--- src/rtl/serial_addsub.sv ---
// Bit-serial adder/subtractor: LSB-first words of WIDTH bits, registered serial sum,
// parallel result rebuild, and per-word carry-out / signed overflow flags.
module serial_addsub #(
  parameter int unsigned WIDTH = 8
) (
  input  logic             clk,
  input  logic             rst,
  input  logic             in_valid,
  input  logic             in_sof,
  input  logic             sub,
  input  logic             a,
  input  logic             b,
  output logic             busy,
  output logic             out_valid,
  output logic             f,
  output logic             word_done,
  output logic [WIDTH-1:0] result,
  output logic             cout,
  output logic             ovf
);

  localparam int unsigned CNT_W = (WIDTH > 2) ? $clog2(WIDTH) : 1;
  localparam logic [CNT_W-1:0] LAST_IDX = CNT_W'(WIDTH - 1);

  typedef enum logic {
    IDLE = 1'b0,
    RUN  = 1'b1
  } state_e;

  state_e             state_q, state_d;
  logic [CNT_W-1:0]   cnt_q, cnt_d;
  logic               carry_q, carry_d;
  logic               mode_q, mode_d;
  logic [WIDTH-1:0]   sreg_q, sreg_d;
  logic               out_valid_q, out_valid_d;
  logic               f_q, f_d;
  logic               word_done_q, word_done_d;
  logic [WIDTH-1:0]   result_q, result_d;
  logic               cout_q, cout_d;
  logic               ovf_q, ovf_d;

  logic               accept_c;
  logic               mode_c;
  logic               cin_c;
  logic               bb_c;
  logic               sum_c;
  logic               carry_nx_c;
  logic [CNT_W-1:0]   idx_c;
  logic [WIDTH-1:0]   shifted_c;

  // Bit-level datapath; an sof bit restarts the word with carry-in = sub (two's complement).
  always_comb begin
    accept_c   = 1'b0;
    mode_c     = mode_q;
    cin_c      = carry_q;
    idx_c      = cnt_q;
    bb_c       = 1'b0;
    sum_c      = 1'b0;
    carry_nx_c = 1'b0;
    shifted_c  = sreg_q;

    accept_c = in_valid && (in_sof || (state_q == RUN));
    if (in_sof) begin
      mode_c = sub;
      cin_c  = sub;
      idx_c  = '0;
    end
    bb_c       = b ^ mode_c;
    sum_c      = a ^ bb_c ^ cin_c;
    carry_nx_c = (a & bb_c) | (a & cin_c) | (bb_c & cin_c);
    shifted_c  = {sum_c, sreg_q[WIDTH-1:1]};
  end

  // Next-state and output logic.
  always_comb begin
    state_d     = state_q;
    cnt_d       = cnt_q;
    carry_d     = carry_q;
    mode_d      = mode_q;
    sreg_d      = sreg_q;
    out_valid_d = 1'b0;
    f_d         = 1'b0;
    word_done_d = 1'b0;
    result_d    = result_q;
    cout_d      = cout_q;
    ovf_d       = ovf_q;

    case (state_q)
      IDLE, RUN: begin
        if (accept_c) begin
          out_valid_d = 1'b1;
          f_d         = sum_c;
          mode_d      = mode_c;
          carry_d     = carry_nx_c;
          sreg_d      = shifted_c;
          if (idx_c == LAST_IDX) begin
            // Carry into the MSB is this bit's carry-in; overflow when it differs from carry-out.
            state_d     = IDLE;
            cnt_d       = '0;
            word_done_d = 1'b1;
            result_d    = shifted_c;
            cout_d      = carry_nx_c;
            ovf_d       = cin_c ^ carry_nx_c;
          end else begin
            state_d = RUN;
            cnt_d   = idx_c + CNT_W'(1);
          end
        end
      end
      default: begin
        state_d = IDLE;
        cnt_d   = '0;
      end
    endcase
  end

  always_ff @(posedge clk or posedge rst) begin
    if (rst) begin
      state_q     <= IDLE;
      cnt_q       <= '0;
      carry_q     <= 1'b0;
      mode_q      <= 1'b0;
      sreg_q      <= '0;
      out_valid_q <= 1'b0;
      f_q         <= 1'b0;
      word_done_q <= 1'b0;
      result_q    <= '0;
      cout_q      <= 1'b0;
      ovf_q       <= 1'b0;
    end else begin
      state_q     <= state_d;
      cnt_q       <= cnt_d;
      carry_q     <= carry_d;
      mode_q      <= mode_d;
      sreg_q      <= sreg_d;
      out_valid_q <= out_valid_d;
      f_q         <= f_d;
      word_done_q <= word_done_d;
      result_q    <= result_d;
      cout_q      <= cout_d;
      ovf_q       <= ovf_d;
    end
  end

  assign busy      = (state_q == RUN);
  assign out_valid = out_valid_q;
  assign f         = f_q;
  assign word_done = word_done_q;
  assign result    = result_q;
  assign cout      = cout_q;
  assign ovf       = ovf_q;

endmodule

--- config.mk ---
export PLATFORM = sky130hd
export DESIGN_NAME = serial_addsub
export DESIGN_NICKNAME = d
export VERILOG_FILES = /design/src/rtl/serial_addsub.sv
export SDC_FILE = /design/constraint.sdc
export NUM_CORES = 1
export LEC_CHECK = 0
export ABC_AREA = 1
export CAP_MARGIN = 20
export CORE_UTILIZATION = 45
export CTS_BUF_LIST = sky130_fd_sc_hd__clkbuf_16
export CTS_CLUSTER_SIZE = 30
export DETAILED_ROUTE_END_ITERATION = 8
export PLACE_DENSITY = 0.75
export SYNTH_ARGS = -nofsm -noshare
export SYNTH_HDL_FRONTEND = slang
export SYNTH_SLANG_ARGS = --single-unit
--- constraint.sdc ---
create_clock -name clk -period 1.35 [get_ports clk]
set_input_delay 0.27 -clock clk [delete_from_list [all_inputs] [get_ports clk]]
set_output_delay 0.27 -clock clk [all_outputs]
set_load 0.02 [all_outputs]
==> results.toml, run 1 <==
[status]
status = "finished with violations"
violations = "negative setup slack"

[routing]
wl_per_cell_um = 12.31
wirelength_um = 2142
dr.first_iter.drc_count = 15
vias = 841
post_drt_via_cell_ratio = 4.833
drc = 0
drtAntennaViolNets = 0
dr.pass1.iters = 4

[layout]
diodes = 0
fin_util_pct = 68.44
area.growth.synth_to_final_pct = 39.57
multiInputGateArea_um2 = 439.2
nets = 158
largest_register_ff_count = 8
layout_common_cells = "nand2_1, dfrtp_1, dlygate4sd2_1, inv_1, buf_4"
layout_commonest_cell = "nand2_1"
drive_above_1_share_pct = 29.45
seqCellArea_um2 = 650.6
fin_area_um2 = 1558
fillers = 190

[power]
p_leak_nw = 0.7928
ir_worst_vdd_uv = 742.4
p_per_area_nw_per_um2 = 1232
total_power_mw = 1.919

[placed_design]
port_buffers = 20
placed_area_um2 = 1400
finalWeightedCongestion = 0.7063
dp_hpwl_um = 1390

[synth]
yosys.cell_types.count = 16
synth_compound_area_share_pct = 11.32
synth.avg_cell_area_um2 = 9.877
synthAdderAreaFrac_pct = 4.036
syn-instance-count = 113
netlist_area_um2 = 1116
synthTopCellsByArea = "dfrtp_1, nand2_1, o21ai_2, inv_1, o21ai_0"
ys_ff_latch = 26
synth_xor_area_share_pct = 0.7848
synth_nets = 123
synth_top_area_share_pct = 58.30
synthSimpleGateAreaFrac_pct = 16.82
ys_warn_count = 0
synth_mux_area_share_pct = 0
synth-seq-area-share_pct = 58.30
yosysTopAreaCell = "dfrtp_1"
synth_top_family_by_area = "simple AND/OR/NAND/NOR gates"

[timing]
tns_ns = -0.1609
slew_headroom_pct = 78.46
worstMarginPinSlew_ns = 0.3231
finClkSkew_ns = 0.003102
hold_ws_ns = 0.3760
hold_violations = 0
timing.final.ws_setup_ns = -0.04656
final.min_clock_period_ns = 1.397
report.final.setup_viol = 4
rsz0062_at_grt = "true"
report.final.slew_viol_count = 0
fmax_ghz = 0.7160
post-route-period-util_pct = 103.4

[critical_path]
rr_worst_depth = 5
r2r-start = "mode_q$_DFFE_PP0P_"
cp_slowest_cell = "fa_2"
critPathMaxFanout = 3
worst_ep_required_time_ns = 1.49
critical_path_class = "reg2reg"
slowest_delay_ns = 0.57
end_kind = "flop"
r2r_slack_ns = -0.05
cp_data_arrival_time_ns = 1.54
path_cells = "inv_2 > o21ai_4 > xnor2_2 > fa_2 > o21ai_2"
r2r_end = "sreg_q[7]$_DFFE_PP0P_"
worst_setup_path_start_kind = "flop"

[die]
ios = 21
num_rows = 17
die_y_um = 51.80
floorplan.initialDensity_pct = 49.04
dieArea_um2 = 2683
core_region_area_um2 = 2276
die_w_um = 51.80

[clock_network]
cts_buffer_depth = 2
cts_root_buffer = "clkbuf_16"
cts_tree = "done"
clk_latency_ns = 0.25
cts_sinks = 26
clk_pin_slew_ns = 0.06
cts_inserted_buffers = 3
cts_htree_levels = 1

[run]
maxCapViolations = 0

[global_routing]
antenna_found_initial = 0
grt_util_all_layers_pct = 17.52
overflow = 0
grt_pass1_vias = 883
grt_first_pass_wirelength_um = 3484
grt_max_degree = 27

[worst_hold_path]
hold_class = "in2async"
-- per-layer routing --
layer	share of wire, %	global-route usage (%)	up-vias
li1	-	-	413
met1	43	21.19	407
met2	54	32.47	19
met3	2.9	1.754	2
met4	0.79	5.405	0
met5	0	0	-
-- Yosys cell counts --
library cell  number
buf_6              3
dfrtp_1           26
fa_1               1
ha_1               2
inv_1             16
inv_2              1
nand2_1           31
nand2_2            1
nand3_1            2
nor2_1             6
nor2_4             2
nor3_2             1
o21ai_0            9
o21ai_1            4
o21ai_2            7
xnor2_1            1
-- worst max-delay path by stage --
stage,from,end,slack [ns],cells after the start
detailed placement,in_sof,ovf$_DFFE_PP0P_,-0.72,9
global placement,in_sof,ovf$_DFFE_PP0P_,-0.65,9
CTS,mode_q$_DFFE_PP0P_,sreg_q[7]$_DFFE_PP0P_,-0.06,5
floorplan,mode_q$_DFFE_PP0P_,sreg_q[7]$_DFFE_PP0P_,0.006,5
global route,mode_q$_DFFE_PP0P_,ovf$_DFFE_PP0P_,-0.13,8
finish,mode_q$_DFFE_PP0P_,sreg_q[7]$_DFFE_PP0P_,-0.05,5
-- area by class of cell --
class / count / area share, %
clock buffer: 3 / 4.819
inverter: 17 / 4.096
multi-input combinational: 67 / 28.19
sequential: 26 / 41.77
tap: 28 / 2.249
timing repair buffer: 33 / 18.88
-- worst max-delay path, delay by kind of cell, from the launching register on --
kind / cells / cell delay, ns
buffers and inverters: 1 / 0.08
DFF: 1 / 0.37
AOI/OAI and AO/OA: 2 / 0.13
adders and majority gates: 1 / 0.57
xor gates and xnor gates: 1 / 0.14
-- stage by stage --
| stage | instances | setup slack (ns) |
|---|---|---|
| 2_1_floorplan | 113 | 0.006227 |
| 3_3_place_gp | 167 | -0.6515 |
| 3_5_place_dp | 167 | -0.7219 |
| 4_1_cts | 171 | -0.05608 |
| 5_1_grt | 174 | -0.1298 |
| 6_report | 174 | -0.04656 |
-- report_power, final --
group / total, mW / internal, mW / leakage (nW) / switching [mW]
Sequential: 0.922 / 0.876 / 0.338 / 0.0459
Clock: 0.622 / 0.391 / 0.0370 / 0.231
Combinational: 0.375 / 0.156 / 0.418 / 0.219
-- repair_timing --
action,in CTS,in global routing
buffers inserted,1,3
hold buffers,0,0
resized for setup,32,7
hold endpoints to repair,0,0
pin swaps,11,11
setup endpoints to repair,30,15
-- cells by family (layout without fill, tap and decap cells) --
kind of cell | Yosys count | count (layout)
AO/OA/AOI/OAI | 20 | 20
flip-flops | 26 | 26
AND/OR/NAND/NOR | 43 | 43
adder cells (fa/ha/maj) | 3 | 3
XOR/XNOR | 1 | 1
buffers and inverters | 20 | 53
(Power assumes the default switching activity.)
==> inputs of run 2 (changes only) <==
--- a/config.mk
+++ b/config.mk
@@ -11,7 +11,7 @@
 export CTS_BUF_LIST = sky130_fd_sc_hd__clkbuf_16
 export CTS_CLUSTER_SIZE = 30
 export DETAILED_ROUTE_END_ITERATION = 8
-export PLACE_DENSITY = 0.75
+export PLACE_DENSITY_LB_ADDON = 0.3
 export SYNTH_ARGS = -nofsm -noshare
 export SYNTH_HDL_FRONTEND = slang
 export SYNTH_SLANG_ARGS = --single-unit
==> run 2 against run 1 <==
  * The flow still finishes with violations (negative setup slack)
  * First-iteration DRC count fell by 53%
  * Die area unchanged
  * Clock-buffer cell count stayed put
  * Global-route usage up 0.16 points
  * Critical path type unchanged
  * Highest routed layer unchanged
==> results.toml, run 2 (synthesized netlist as in run 1, its figures left out) <==
[layout]
fillers = 182
layout_common_cells = "dfrtp_1, nand2_1, dlygate4sd2_1, inv_1"
area.growth.synth_to_final_pct = 43.72
diodes = 0
largest_register_ff_count = 8
layout_commonest_cell = "dfrtp_1"
fin_util_pct = 70.48
seqCellArea_um2 = 650.6
drive_above_1_share_pct = 31.03
nets = 156
multiInputGateArea_um2 = 466.7

[power]
p_per_area_nw_per_um2 = 1208
p_leak_nw = 0.8146
p_int_mw = 1.423
switching_share_pct = 26.57
seq_power_share_pct = 47.9
comb_power_share_pct = 18.8
switchingPower_mw = 0.5149
ir_worst_vdd_uv = 934.7
p_clk_share_pct = 33.4
total_power_mw = 1.938

[timing]
tns_ns = -0.2097
report.final.setup_viol = 6
timing.final.ws_setup_ns = -0.05791
worstMarginPinSlew_ns = 0.3220
report.final.slew_viol_count = 0
slew_headroom_pct = 78.53
fmax_ghz = 0.7103
post-route-period-util_pct = 104.3
finClkSkew_ns = 0.006197
hold_violations = 0
rsz0062_at_grt = "true"
final.min_clock_period_ns = 1.408

[global_routing]
overflow = 0
grt_util_all_layers_pct = 17.68
grt_pass1_vias = 758
antenna_found_initial = 0
grt_max_degree = 27
grt_first_pass_wirelength_um = 3318

[status]
violations = "negative setup slack"
status = "finished with violations"

[critical_path]
path_cells = "inv_2 > o21ai_4 > xnor2_2 > fa_2 > o21ai_2"
cp_slowest_cell = "fa_2"
worst_setup_path_start_kind = "flop"
cp_data_arrival_time_ns = 1.55
end_kind = "flop"
slowest_delay_ns = 0.57
critical_path_class = "reg2reg"
path_buf_inv = 1
cp_top_family = "adder cells"
critPathMaxFanout = 3
worst_ep_required_time_ns = 1.50

[routing]
drc = 0
dr.pass1.iters = 4
vias = 854
wl_per_cell_um = 12.98
drtAntennaViolNets = 0
post_drt_via_cell_ratio = 4.936
wirelength_um = 2246
dr.first_iter.drc_count = 7

[clock_network]
cts_root_buffer = "clkbuf_16"
cts_inserted_buffers = 3
cts_sinks = 26
cts_htree_levels = 1
cts_buffer_depth = 2
clk_latency_ns = 0.26
ctsHoldBuffers = 0
clk_pin_slew_ns = 0.06
cts_tree = "done"

[placed_design]
post-place-ws_ns = -0.6798
dp_hpwl_um = 1389
port_buffers = 20
finalWeightedCongestion = 0.7497

[die]
die_y_um = 51.80
ios = 21
core_region_area_um2 = 2276
num_rows = 17
dieArea_um2 = 2683
die_w_um = 51.80
floorplan.initialDensity_pct = 49.04

[run]
maxCapViolations = 0

[worst_hold_path]
hold_class = "in2async"
-- run 2: cell count changes in the layout (fill, tap and decap cells not counted), moves of 2 or more --
cell | previous run | this run
buf_4 | 10 | 8
clkbuf_16 | 3 | 5
nor2_1 | 3 | 5
buf_6 | 2 | 0
inv_2 | 5 | 3
nand2_4 | 0 | 6
nand2_1 | 30 | 23
-- run 2: worst paths after layout --
kind	startpoint	to	slack [ns]	cells after the start
max	mode_q$_DFFE_PP0P_	result[7]$_DFFE_PP0P_	-0.06	5
min	rst	result[1]$_DFFE_PP0P_	0.37	3
max reg2reg	mode_q$_DFFE_PP0P_	result[7]$_DFFE_PP0P_	-0.06	5
min reg2reg	result[0]$_DFFE_PP0P_	result[0]$_DFFE_PP0P_	0.47	2
max in group asynchronous	rst	result[7]$_DFFE_PP0P_	0.73	3
min in group clk	in_sof	cnt_q[0]$_DFFE_PP0P_	0.41	3
-- run 2: worst min-delay path, cell delays in order --
cell and delay [ns]:
clkdlybuf4s50_1 0.40, inv_1 0.05, buf_4 0.30
-- run 2: power by group through the flow --
stage               clock network (mW)  registers [mW]  logic [mW]
global placement                     0           0.931       0.323
floorplan                            0           0.961       0.184
CTS                              0.658           0.921       0.339
global route                     0.694           0.938       0.404
detailed placement                   0           0.936       0.337
finish                           0.646           0.928       0.363
-- run 2: area by class of cell --
class / instances / share of cell area [%]
clock inverters: 1 / 0.2340
well taps: 28 / 2.184
repair buffers: 31 / 19.11
flip-flops and latches: 26 / 40.56
multi-input cells: 67 / 29.10
inverters: 17 / 4.134
clock buffers: 3 / 4.680
-- run 2: metrics by stage --
step / instances / hold slack [ns] / cell area, µm²
6_report: 173 / 0.3720 / 1604
3_3_place_gp: 163 / 0.4579 / 1370
5_1_grt: 173 / 0.4117 / 1604
3_5_place_dp: 163 / 0.4601 / 1370
2_1_floorplan: 113 / 0.3100 / 1119
4_1_cts: 169 / 0.3851 / 1476
-- run 2: layer usage --
layer	vias to the layer above	routed length (µm)	global-route usage, %
met5	-	0	0
li1	417	-	-
met1	415	985	20.35
met4	0	44	10.81
met2	17	1148	30.74
met3	5	67	2.632
-- run 2: what timing repair did --
action	CTS	global route
gates cloned	0	2
resized for setup	25	22
pin swaps	7	6
setup buffers	2	2
setup endpoints to repair	30	15
==> inputs of run 3 (changes only) <==
--- a/config.mk
+++ b/config.mk
@@ -7,10 +7,13 @@
 export LEC_CHECK = 0
 export ABC_AREA = 1
 export CAP_MARGIN = 20
-export CORE_UTILIZATION = 45
+export CELL_PAD_IN_SITES_DETAIL_PLACEMENT = 2
+export CELL_PAD_IN_SITES_GLOBAL_PLACEMENT = 2
+export CORE_UTILIZATION = 28
 export CTS_BUF_LIST = sky130_fd_sc_hd__clkbuf_16
 export CTS_CLUSTER_SIZE = 30
 export DETAILED_ROUTE_END_ITERATION = 8
+export HOLD_SLACK_MARGIN = 0.02
 export PLACE_DENSITY_LB_ADDON = 0.3
 export SYNTH_ARGS = -nofsm -noshare
 export SYNTH_HDL_FRONTEND = slang
==> run 3 against run 2 <==
  * The run still ends with negative setup slack left
  * Sequential cell count stayed put
  * Clock-buffer cell count stayed put
  * Hold slack lost 0.027 ns
  * Clock skew fell by 0.0016 ns
  * Largest cell class unchanged
  * Largest power group unchanged
  * Highest routed layer unchanged
==> results.toml, run 3 (synthesized netlist as in run 1, its figures left out) <==
[status]
status = "finished with violations"
violations = "negative setup slack"

[clock_network]
cts_root_buffer = "clkbuf_16"
clk_pin_slew_ns = 0.07
cts_buffer_depth = 2
cts_htree_levels = 1
ctsHoldBuffers = 0
cts_tree = "done"
cts_sinks = 26
cts_inserted_buffers = 3
clk_latency_ns = 0.26

[timing]
fmax_ghz = 0.6901
hold_violations = 0
report.final.slew_viol_count = 0
worstMarginPinSlew_ns = 0.2771
slew_headroom_pct = 81.47
post-route-period-util_pct = 107.3
final.min_clock_period_ns = 1.449
report.final.setup_viol = 8
timing.final.ws_setup_ns = -0.09902
finClkSkew_ns = 0.004596
rsz0062_at_grt = "true"

[critical_path]
critPathMaxFanout = 3
end_kind = "flop"
worst_ep_required_time_ns = 1.50
cp-startpoint = "mode_q$_DFFE_PP0P_"
r2r-start = "mode_q$_DFFE_PP0P_"
cp_slowest_cell = "fa_2"
rr_worst_depth = 5
r2r_end = "sreg_q[7]$_DFFE_PP0P_"
slowest_delay_ns = 0.59
critical_path_class = "reg2reg"
path_cells = "inv_2 > o21ai_4 > xnor2_2 > fa_2 > o21ai_2"
cp_data_arrival_time_ns = 1.60
r2r_slack_ns = -0.1
worst_setup_path_start_kind = "flop"

[global_routing]
gr-max-usage-layer = "met2"
grt_pass1_vias = 979
grt_first_pass_wirelength_um = 4933
met3_usage_pct = 2.083
grt_util_all_layers_pct = 15.75
antenna_found_initial = 0
grt_use_met1_pct = 19.53
grtUsageMet2_pct = 28.65
grt_max_degree = 27
overflow = 0

[layout]
drive_above_1_share_pct = 33.10
nets = 156
largest_register_ff_count = 8
diodes = 0
area.growth.synth_to_final_pct = 48.65
fin_util_pct = 44.32
layout_common_cells = "dfrtp_1, nand2_1, dlygate4sd2_1, inv_1"
fillers = 417
layout_commonest_cell = "dfrtp_1"

[power]
switching_share_pct = 25.62
ir_worst_vdd_uv = 467.5
p_per_area_nw_per_um2 = 1321
p_leak_nw = 0.8219
p_int_mw = 1.630
comb_power_share_pct = 18.2
total_power_mw = 2.191
p_clk_share_pct = 39.4
switchingPower_mw = 0.5614
seq_power_share_pct = 42.3

[placed_design]
port_buffers = 20
finalWeightedCongestion = 0.7351
dp_hpwl_um = 1844
post-place-ws_ns = -0.7388

[die]
core_region_area_um2 = 3744
num_rows = 22
dieArea_um2 = 4243
die_y_um = 65.14
floorplan.initialDensity_pct = 29.81
ios = 21
die_w_um = 65.14

[routing]
dr.first_iter.drc_count = 19
post_drt_via_cell_ratio = 4.477
dr.pass1.iters = 3
vias = 864
wl_per_cell_um = 14.74
drc = 0
wirelength_um = 2845
drtAntennaViolNets = 0

[run]
maxCapViolations = 0

[worst_hold_path]
hold_class = "in2async"
run 3: per-stage QoR:
stage | instances | cell area (µm²) | hold WS (ns) | TNS [ns]
after floorplan | 113 | 1119 | 0.3100 | 0
after global placement | 186 | 1430 | 0.4616 | -9.778
after detailed placement | 186 | 1430 | 0.4681 | -11.32
after CTS | 193 | 1614 | 0.3559 | -0.4225
after global routing | 193 | 1659 | 0.3781 | -1.217
final | 193 | 1659 | 0.3448 | -0.4831
run 3: power groups by stage:
| stage | logic, mW | clock network, mW | registers, mW |
|---|---|---|---|
| 2_1_floorplan | 0.184 | 0 | 0.961 |
| 3_3_place_gp | 0.345 | 0 | 0.933 |
| 3_5_place_dp | 0.364 | 0 | 0.938 |
| 4_1_cts | 0.388 | 0.882 | 0.927 |
| 5_1_grt | 0.447 | 0.915 | 0.939 |
| 6_report | 0.400 | 0.864 | 0.928 |
run 3: how the worst max path moves through the flow:
stage | to | slack (ns) | cells past startpoint
after global placement | ovf$_DFFE_PP0P_ | -0.68 | 9
after floorplan | sreg_q[7]$_DFFE_PP0P_ | 0.006 | 5
final | sreg_q[7]$_DFFE_PP0P_ | -0.1 | 5
after CTS | sreg_q[7]$_DFFE_PP0P_ | -0.09 | 5
after global routing | ovf$_DFFE_PP0P_ | -0.18 | 8
after detailed placement | ovf$_DFFE_PP0P_ | -0.74 | 9
run 3: per-layer routing:
metal | share of wire (%) | wire length, µm | up-vias
met2 | 54 | 1543 | 14
met3 | 2.2 | 64 | 4
met1 | 43 | 1216 | 434
li1 | - | - | 412
met5 | 0 | 0 | -
met4 | 0.70 | 20 | 0
run 3: worst max-delay path, delay by kind of cell, from the launching register on:
kind,cells,cell delay [ns]
flip-flops,1,0.38
AO/OA/AOI/OAI,2,0.15
buffers and inverters,1,0.09
adder cells (fa/ha/maj),1,0.59
XOR/XNOR,1,0.14
run 3: layout make-up:
cell class / count / area [µm²] / share of cell area, %
Timing Repair Buffer: 31 / 307.8 / 18.55
Sequential cell: 26 / 650.6 / 39.22
Clock inverter: 1 / 30.03 / 1.810
Multi-Input combinational cell: 67 / 469.2 / 28.28
Inverter: 17 / 66.31 / 3.997
Clock buffer: 3 / 75.07 / 4.525
Tap cell: 48 / 60.06 / 3.620
run 3: timing repair:
action,in CTS,in global routing
setup buffers,2,0
gates cloned,1,0
resized for setup,35,13
endpoints found under the setup margin,30,14
pin swaps,9,10
==> RTL change (config.mk and constraints of run 2) <==
Change the parameter `WIDTH` from 8 to 4.
--- a/src/rtl/serial_addsub.sv
+++ b/src/rtl/serial_addsub.sv
@@ -1,7 +1,7 @@
 // Bit-serial adder/subtractor: LSB-first words of WIDTH bits, registered serial sum,
 // parallel result rebuild, and per-word carry-out / signed overflow flags.
 module serial_addsub #(
-  parameter int unsigned WIDTH = 8
+  parameter int unsigned WIDTH = 4
 ) (
   input  logic             clk,
   input  logic             rst,
Ports: changed (resized result); port bits go from 21 to 17. No check against the original RTL was run, so the function may have changed too.
==> RTL change against run 2 <==
The run still ends with negative setup slack left; synthesized cell count shrank 32%; area after synthesis shrank 33%; design area down 32%; sequential cell count is 9 lower; die area is 32% lower; worst hold slack got worse by 0.029 ns; combinational power is 54% higher; wire length decreased by 31%; power decreased by 5.1%; first-iteration DRC count rose by 14%; setup slack lost 0.0071 ns; maximum frequency is 0.50% lower; highest routed layer unchanged.
==> RTL change: results <==
group,metric,value,unit
finish,n_antenna_cell,0,
global_route,grt_pass1_vias,609,
worst_hold_path,worstHoldPathType,"in -> async",
routing,via_count,585,
timing,tns,-0.207,ns
routing,drt_iter0_drc,8,
cts,cts_root_buf,"clkbuf_16",
place,io_buffers,16,
global_route,grt_max_degree,18,
timing,timing.final.ws_setup,-0.0650,ns
cts,clkLatencyLatePin,0.24,ns
finish,nNetsFinal,116,
pwr,peakVddDrop,0.900,mV
routing,wl_per_cell,12.6,um
routing,dr.pass1.iters,2,
global_route,grt_use_total,19.9,%
timing,skew,0.00128,ns
global_route,grt_pass1_wl,2590,um
place,hpwl,951,um
logic_synthesis,yosys_warnings,0,
place,gp_congestion,0.758,
logic_synthesis,synth_async_sr_flop_share,100,%
finish,layout-drive-gt1-share,27.4,%
logic_synthesis,seq_area_frac_synth,57.2,%
logic_synthesis,synth_common_cells,"nand2_1, dfrtp_1, inv_1, o21ai_1, nor2_1",
outcome,violations,"negative setup slack",
timing,setup_viol,4,
outcome,outcome,"finished, violations left",
finish,n_fill_cell,107,
logic_synthesis,yosys-top-cells-area,"dfrtp_1, nand2_1, inv_1, o21ai_1, fa_1",
timing,max_slew_margin,83.8,%
finish,largest_reg_flops,4,
logic_synthesis,ys.flop_type,"dfrtp_1",
place,dp_slack,-0.536,ns
cts,htreeDepth,1,
logic_synthesis,syn_nets,86,
pwr,p_leak,0.576,nW
==> RTL change: kinds of logic after synthesis <==
logic type | after synthesis | synth area share (%)
compound gates | 10 | 7.24
xor+xnor | 1 | 1.18
fa+ha+maj | 2 | 4.38
buf+inv | 12 | 6.06
flops | 17 | 57.2
simple gates | 35 | 23.9
==> RTL change: per-stage QoR <==
step	util (%)	hold WS, ns	instance area, sq um	instances
final	71.8	0.343	1090	122
after global routing	71.8	0.382	1090	122
after CTS	71.2	0.350	1080	121
after detailed placement	63.2	0.466	963	114
after global placement	63.2	0.453	963	114
after floorplan	-	0.196	746	77
==> RTL change: area by class of cell <==
| type | count | area share, % |
|---|---|---|
| flip-flops and latches | 17 | 38.9 |
| inverters | 12 | 4.11 |
| well taps | 16 | 1.83 |
| clock buffers | 3 | 6.86 |
| repair buffers | 25 | 19.8 |
| clock inverters | 1 | 0.343 |
| multi-input cells | 48 | 28.2 |
==> RTL change: worst paths after layout <==
path                       slack (ns)   endpoint       from
max in group asynchronous        0.83  result[1]        rst
setup reg to reg                -0.07  result[3]     mode_q
min in group clk                 0.48  result[0]  sreg_q[1]
hold reg to reg                  0.48  result[0]  sreg_q[1]
setup / recovery                -0.07  result[3]     mode_q
hold / removal                   0.34  result[0]        rst
==> RTL change: what timing repair did <==
action | CTS | global route
buffers inserted | 3 | 1
pin swaps | 6 | 5
setup endpoints to repair | 21 | 6
resized for setup | 22 | 5
==> RTL change: worst max-delay path: stages, from the launching register on <==
cell,delay (ns)
dfrtp_1,0.36
inv_2,0.08
o21ai_4,0.06
xnor2_2,0.14
fa_2,0.59
o21ai_1,0.07
==> RTL change: layer usage <==
layer  global-route usage, %  share of wire [%]  vias to the layer above
li1                        -                  -                      298
met1                    22.2                 37                      267
met2                    33.3                 56                       13
met3                    3.88                2.4                        7
met4                    13.8                4.5                        0
met5                       0                  0                        -
==> RTL change: where the power goes <==
group | total, mW | switching (mW) | internal, mW
Sequential | 0.709 | 0.0643 | 0.645
Clock | 0.569 | 0.177 | 0.392
Combinational | 0.560 | 0.323 | 0.237
Total | 1.84 | 0.564 | 1.27
